===== config.mk =====
export PLATFORM = sky130hd
export DESIGN_NAME = fact_cu
export DESIGN_NICKNAME = d
export VERILOG_FILES = /design/src/rtl/fact_cu.sv
export SDC_FILE = /design/constraint.sdc
export NUM_CORES = 1
export LEC_CHECK = 0
export BUFFER_PORTS_ARGS = -buffer_cell sky130_fd_sc_hd__buf_2
export CAP_MARGIN = 40
export CORE_AREA = 2 2 39 41
export DETAILED_ROUTE_END_ITERATION = 12
export DIE_AREA = 0 0 41 43
export HOLD_SLACK_MARGIN = 0.03
export SLEW_MARGIN = 10
export SYNTH_ARGS = -nofsm -noshare
export SYNTH_HDL_FRONTEND = slang
export SYNTH_SLANG_ARGS = --single-unit

===== constraint.sdc =====
create_clock -name clk -period 0.9 [get_ports clk]
set_clock_uncertainty 0.1 [all_clocks]
set_input_delay 0.045 -clock clk [delete_from_list [all_inputs] [get_ports clk]]
set_output_delay 0.045 -clock clk [all_outputs]
set_load 0.02 [all_outputs]

===== src/rtl/fact_cu.sv =====
// Moore control unit sequencing the 4-bit factorial datapath (load, check, multiply).
// Optional saturating busy-cycle counter on output `cycles` when FACT_CU_CYCLE_CNT_EN is defined.
module fact_cu #(
  parameter int CNT_W = 8
) (
  input  logic             clk,
  input  logic             rst,
  input  logic             go,
  input  logic             gt_in,
  input  logic             gt_fact,
  output logic             load_cnt,
  output logic             en,
  output logic             sel_1,
  output logic             load_reg,
  output logic             sel_2,
  output logic             done,
  output logic             err
`ifdef FACT_CU_CYCLE_CNT_EN
  ,
  output logic [CNT_W-1:0] cycles
`endif
);

  typedef enum logic [2:0] {
    IDLE  = 3'd0,
    INIT  = 3'd1,
    CHECK = 3'd2,
    MUL   = 3'd3,
    DONE  = 3'd4,
    ERR   = 3'd5
  } state_t;

  state_t state, state_nxt;

  // NOTE: sequential state uses non-blocking assignments so every register
  // samples the pre-edge values of its inputs, independent of block order.
  always_ff @(posedge clk) begin
    if (!rst) state <= IDLE;
    else      state <= state_nxt;
  end

  // NOTE: the default assignment before the case keeps this block purely
  // combinational; a path that leaves state_nxt unassigned would infer a latch.
  always_comb begin
    state_nxt = state;
    unique case (state)
      IDLE:    if (go) state_nxt = gt_in ? ERR : INIT;
      INIT:    state_nxt = CHECK;
      CHECK:   state_nxt = gt_fact ? MUL : DONE;
      MUL:     state_nxt = CHECK;
      DONE:    if (!go) state_nxt = IDLE;
      ERR:     if (!go) state_nxt = IDLE;
      default: state_nxt = IDLE;
    endcase
  end

  always_comb begin
    load_cnt = 1'b0;
    en       = 1'b0;
    sel_1    = 1'b0;
    load_reg = 1'b0;
    sel_2    = 1'b1;
    done     = 1'b0;
    err      = 1'b0;
    unique case (state)
      INIT: begin
        load_cnt = 1'b1;
        sel_1    = 1'b1;
        load_reg = 1'b1;
      end
      MUL: begin
        load_reg = 1'b1;
        en       = 1'b1;
      end
      DONE: begin
        done  = 1'b1;
        sel_2 = 1'b0;
      end
      ERR:     err = 1'b1;
      default: ;
    endcase
  end

`ifdef FACT_CU_CYCLE_CNT_EN
  // Counts INIT/CHECK/MUL cycles of the latest accepted request; holds otherwise.
  always_ff @(posedge clk) begin
    if (!rst) begin
      cycles <= '0;
    end else if (state == IDLE && state_nxt == INIT) begin
      cycles <= '0;
    end else if ((state == INIT || state == CHECK || state == MUL) && cycles != '1) begin
      cycles <= cycles + 1'b1;
    end
  end
`endif

endmodule


==> results.tsv, run 1 <==
stage	metric	value	unit
worst_setup_path	cell-by-cell trace of the critical path	buf_6, nor3_4, buf_6	
placement	Inst Count DP	52	
sta	final period utilization	131.3	%
yosys	post-synth top area cell	dfxtp_1	
detailed_routing	Routed WL	533	um
sta	Max Slew Vio Count	0	
floorplanning	core area	1384	sq um
worst_setup_path	reg2reg setup slack	-0.17	ns
global_routing	first-pass GRT wire length	924	um
yosys	register bit total from synthesis	3	
clock_network	CTS tree	done	
worst_setup_path	max incr delay on CP	0.35	ns
clock_network	clk slew on worst S/H paths	0.04	ns
yosys	ys flop type	dfxtp_1	
layout	final instance area	445.4	sq um
layout	nets	51	
yosys	top-area cell type share of the netlist area	29.81	%
yosys	Post-synth EDFFs	0	
floorplanning	die width	41	um
worst_setup_path	Setup crit start kind	flip-flop	
worst_setup_path	Worst Path Buf+Inv	2	
outcome	failing checks	negative hold slack, negative setup slack	
worst_setup_path	CP dominant cell by count	buf_6	
sta	Setup WS post-layout	-0.2813	ns
yosys	Mapped Area	201.4	sq um
detailed_routing	ANT nets after route	0	
global_routing	gr usage total	8.635	%
worst_setup_path	critical path required time	0.75	ns
placement	GP Congestion	0.7402	
worst_setup_path	crit path DAT	1.04	ns
yosys	Adder-Cell Fraction of Synth Area	0	%
clock_network	clock tree sinks	3	
power_and_ir_drop	Peak supply drop	771.4	uV
floorplanning	# rows	14	
detailed_routing	drt pass-1 iters	2	
yosys	simple-gate share of the synthesized area	34.16	%
yosys	Syn Inst Count	24	
detailed_routing	via count	243	
yosys	mux cell area share after synthesis	0	%
outcome	status	finished, violations left	
yosys	Synth Net Count	29	
yosys	Syn Area/Cell	8.393	sq um
yosys	ranking of synthesized cells by area	dfxtp_1, nor2b_1, o41ai_2	
sta	final hold viol count	1	
floorplanning	Vert. Die Dim	43	um
detailed_routing	DR vias/cell	3.984	
detailed_routing	DRC	0	
global_routing	initial antenna violation count	0	
sta	WHS	-0.06436	ns
layout	# diodes	0	
sta	min Tclk post-route	1.181	ns
worst_setup_path	Critical Path Fanout Max	3	
global_routing	largest net degree at the start of global routing	7	
yosys	most frequent cells after synthesis	dfxtp_1, inv_1, nor2b_1	
clock_network	latest clock arrival within the worst-skew pair	0.24	ns
detailed_routing	initial detailed-routing violation count	3	
layout	layout cell share with drive strength beyond 1	75.56	%
floorplanning	Initial Util	14.56	%
layout	synthesis-to-layout area growth	121.1	%
yosys	largest family of logic cells by synthesized area	simple AND/OR/NAND/NOR gates	
floorplanning	Ports	12	
job	MaxCap Viol Count	0	
yosys	yosys warns	0	
worst_setup_path	Slowest-stage cell, CP	dfxtp_4	
worst_setup_path	Setup crit end kind	output port	
worst_setup_path	critical path class	reg -> out	
clock_network	TritonCTS Buffers	3	
power_and_ir_drop	PwrDens	1429	nW/um^2
sta	Worst Max-Slew Pin Slew	0.2092	ns
placement	Cell Area, Placed	302.8	sq um
layout	Non-Filler Instances	61	
sta	Max Freq	0.8465	GHz
sta	max_slew headroom	85.90	%
clock_network	Max Root-Sink Buffers	2	
worst_setup_path	CP top delay family	flip-flops	
worst_hold_path	worst min path class	in -> reg	
detailed_routing	DR WL/cell	8.738	um
floorplanning	Die Area	1763	sq um
layout	max FFs per register	3	
layout	Biggest register	state	
sta	setup violators final	10	
clock_network	CTS hold repair buffers	1	
yosys	ys async rst share	0	%
yosys	Synth cell types	15	
yosys	complex-gate fraction of the synthesized area	16.77	%
global_routing	global route total overflow	0	
yosys	register area share after synthesis	29.81	%
clock_network	H-tree lvl count	1	
placement	I/O Buffers	11	
layout	Post-Route Utilization	32.19	%
yosys	xor and xnor area share after synthesis	4.348	%
power_and_ir_drop	Static Leak	0.0001966	uW
global_routing	vias in the first global route	236	
clock_network	CTS Root Cell	clkbuf_4	
sta	RSZ-0062 raised after global routing	true	
placement	Final HPWL DP	362.9	um
layout	biggest regs	state x3	
sta	setup TNS	-1.979	ns
[routing by layer]
metal  part of all wire, %  global-route usage (%)
met3                   9.0                   6.806
met1                    37                   7.074
met2                    51                   11.88
met4                   2.6                   8.667
met5                     0                       0
[cells in the final DEF (no fill, tap or decap), types with 2 or more instances in the layout]
cell      n
nor2_1    2
buf_4     5
buf_2     4
clkbuf_4  3
nor2b_1   3
inv_4     3
dfxtp_4   3
buf_6     9
a21oi_2   2
[final timing paths]
check / depth (start not counted) / to / start
hold / removal: 2 / state[2] / gt_fact
hold reg to reg: 2 / state[2] / state[1]
setup / recovery: 3 / load_cnt / state[1]
setup reg to reg: 3 / state[2] / state[0]
[power by group]
group	switching, uW	leakage, uW	total (uW)	internal, uW
Combinational	103	0.000155	231	128
Clock	76.1	0.0000150	243	167
Sequential	17.5	0.0000267	163	145
Total	197	0.000197	636	440
[stage by stage]
stage,worst slack [ns],total power (uW)
global route,-0.3418,703.2
CTS,-0.3158,643.7
floorplan,-0.1118,278.5
global placement,-0.1848,314.8
finish,-0.2813,636.5
detailed placement,-0.1924,318.6
[kinds of logic after synthesis]
logic type / after synthesis
flip-flops: 3
buffers and inverters: 5
AO/OA/AOI/OAI: 4
AND/OR/NAND/NOR: 11
XOR/XNOR: 1
[timing repair]
| item | in CTS | in global routing |
|---|---|---|
| buffers inserted | 4 | 0 |
| resized for setup | 24 | 2 |
| pin swaps | 3 | 1 |
| endpoints found under the setup margin | 10 | 10 |
| hold endpoints to repair | 3 | 2 |
[worst register-to-register path, delay by kind of cell (launching register included)]
kind,cells,cell delay (ns)
buffers and inverters,2,0.24
AO/OA/AOI/OAI,1,0.28
flip-flops,1,0.36
[area by class of cell]
type / instances / area [sq um]
timing repair buffer: 19 / 168.9
fill: 149 / 938.4
tap: 16 / 20.02
inverter: 3 / 18.77
clock buffer: 4 / 26.28
multi-input combinational: 16 / 140.1
sequential: 3 / 71.32
Note: power is estimated with default switching activity, not from simulation.
==> run 2, diff against run 1 <==
--- a/config.mk
+++ b/config.mk
@@ -11,6 +11,7 @@
 export DETAILED_ROUTE_END_ITERATION = 12
 export DIE_AREA = 0 0 41 43
 export HOLD_SLACK_MARGIN = 0.03
+export SKIP_CTS_REPAIR_TIMING = 1
 export SLEW_MARGIN = 10
 export SYNTH_ARGS = -nofsm -noshare
 export SYNTH_HDL_FRONTEND = slang
==> results.tsv, run 2 (synthesis results as in run 1) <==
stage	metric	value	unit
placement	DP Worst Slack	-0.1924	ns
worst_setup_path	CP dominant cell by count	buf_6	
global_routing	vias in the first global route	179	
power_and_ir_drop	PwrDens	1416	nW/um^2
sta	min Tclk post-route	1.199	ns
worst_setup_path	critical path required time	0.75	ns
clock_network	TritonCTS Buffers	3	
placement	I/O Buffers	11	
worst_hold_path	worst min path class	in -> reg	
detailed_routing	DR vias/cell	3.984	
power_and_ir_drop	Net Switching	203.1	uW
clock_network	CTS tree	done	
layout	nets	51	
sta	WHS	-0.07061	ns
power_and_ir_drop	combinational share of power	36.9	%
power_and_ir_drop	Seq pwr share	25.3	%
layout	synthesis-to-layout area growth	126.7	%
clock_network	Max Root-Sink Buffers	2	
sta	Max Slew Vio Count	0	
layout	layout cell share with drive strength beyond 1	80.00	%
sta	Setup WS post-layout	-0.2995	ns
global_routing	M3 GR Usage	4.712	%
floorplanning	Vert. Die Dim	43	um
clock_network	clk slew on worst S/H paths	0.04	ns
detailed_routing	DRC	0	
placement	Final HPWL DP	362.9	um
detailed_routing	ANT nets after route	0	
clock_network	CTS Root Cell	clkbuf_4	
clock_network	clock tree sinks	3	
global_routing	initial antenna violation count	0	
power_and_ir_drop	sw frac	31.41	%
outcome	status	finished, violations left	
sta	setup violators final	10	
detailed_routing	drt pass-1 iters	2	
detailed_routing	via count	243	
clock_network	H-tree lvl count	1	
layout	# diodes	0	
sta	setup TNS	-2.009	ns
global_routing	global route total overflow	0	
worst_setup_path	Critical Path Fanout Max	6	
outcome	failing checks	negative hold slack, negative setup slack	
worst_setup_path	Setup crit end kind	output port	
sta	final hold viol count	1	
job	MaxCap Viol Count	0	
worst_setup_path	cell-by-cell trace of the critical path	buf_6, nor3_4, buf_6	
worst_setup_path	crit path DAT	1.05	ns
layout	Post-Route Utilization	33.00	%
detailed_routing	Routed WL	583	um
floorplanning	die width	41	um
worst_setup_path	Slowest-stage cell, CP	dfxtp_4	
power_and_ir_drop	Static Leak	0.0002034	uW
floorplanning	Ports	12	
floorplanning	core area	1384	sq um
sta	max_slew headroom	86.27	%
global_routing	largest net degree at the start of global routing	10	
sta	RSZ-0062 raised after global routing	true	
global_routing	M2 GR Usage	7.813	%
layout	Biggest register	state	
global_routing	first-pass GRT wire length	696	um
global_routing	global route hottest layer	met2	
layout	max FFs per register	3	
worst_setup_path	CP top delay family	flip-flops	
floorplanning	Die Area	1763	sq um
worst_setup_path	critical path class	reg -> out	
sta	Worst Max-Slew Pin Slew	0.2038	ns
power_and_ir_drop	cell-internal power	443.6	uW
worst_setup_path	Worst Path Buf+Inv	2	
global_routing	gr usage total	6.520	%
clock_network	latest clock arrival within the worst-skew pair	0.24	ns
floorplanning	# rows	14	
detailed_routing	initial detailed-routing violation count	3	
global_routing	met1 track utilization from global routing	7.051	%
power_and_ir_drop	Peak supply drop	438.7	uV
worst_setup_path	max incr delay on CP	0.36	ns
layout	most frequent cells in the layout	buf_6, buf_4, buf_2	
worst_setup_path	Setup crit start kind	flip-flop	
layout	biggest regs	state x3	
power_and_ir_drop	Clk pwr share	37.8	%
detailed_routing	DR WL/cell	9.557	um
placement	GP Congestion	0.7402	
sta	Max Freq	0.8337	GHz
layout	most common cell after layout, fill and taps aside	buf_6	
floorplanning	Initial Util	14.56	%
sta	final period utilization	133.3	%
run 2: path summary, 6_finish.rpt:
| path | from | endpoint | slack (ns) | cells after the start |
|---|---|---|---|---|
| max reg2reg | state[0] | state[0] | -0.17 | 4 |
| max | state[2] | load_cnt | -0.30 | 3 |
| min reg2reg | state[1] | state[2] | 0.40 | 2 |
| min | gt_fact | state[2] | -0.07 | 2 |
run 2: power groups by stage:
stage          sequential, uW  clock (uW)  combinational, uW
2_1_floorplan             163           0                116
3_3_place_gp              169           0                146
3_5_place_dp              170           0                149
4_1_cts                   167         257                149
5_1_grt                   166         274                260
6_report                  164         244                239
run 2: stage by stage:
step	instances	power, uW	instance area [sq um]	hold WS, ns
floorplan	24	278.5	227.7	0.04209
global placement	52	314.8	302.8	0.1775
detailed placement	52	318.6	302.8	0.1843
CTS	56	573.5	329.1	-0.07324
global route	61	699.8	456.7	-0.07185
finish	61	646.7	456.7	-0.07061
run 2: area by class of cell:
class | count | area, sq um
Inverter | 3 | 18.77
Sequential cell | 3 | 71.32
Clock buffer | 4 | 26.28
Fill cell | 151 | 927.1
Timing Repair Buffer | 19 | 165.2
Tap cell | 16 | 20.02
Multi-Input combinational cell | 16 | 155.1
run 2: per-layer routing:
metal / share of wire [%] / wire [um]
met1: 38 / 224
met2: 55 / 319
met3: 6.7 / 39
met4: 0 / 0
met5: 0 / 0
run 2: worst register-to-register path: cells and delay by family (launching register included):
kind | cells | cell delay, ns
buffers and inverters | 1 | 0.14
AOI/OAI and AO/OA | 1 | 0.04
DFF | 1 | 0.36
and+or+nand+nor | 2 | 0.37
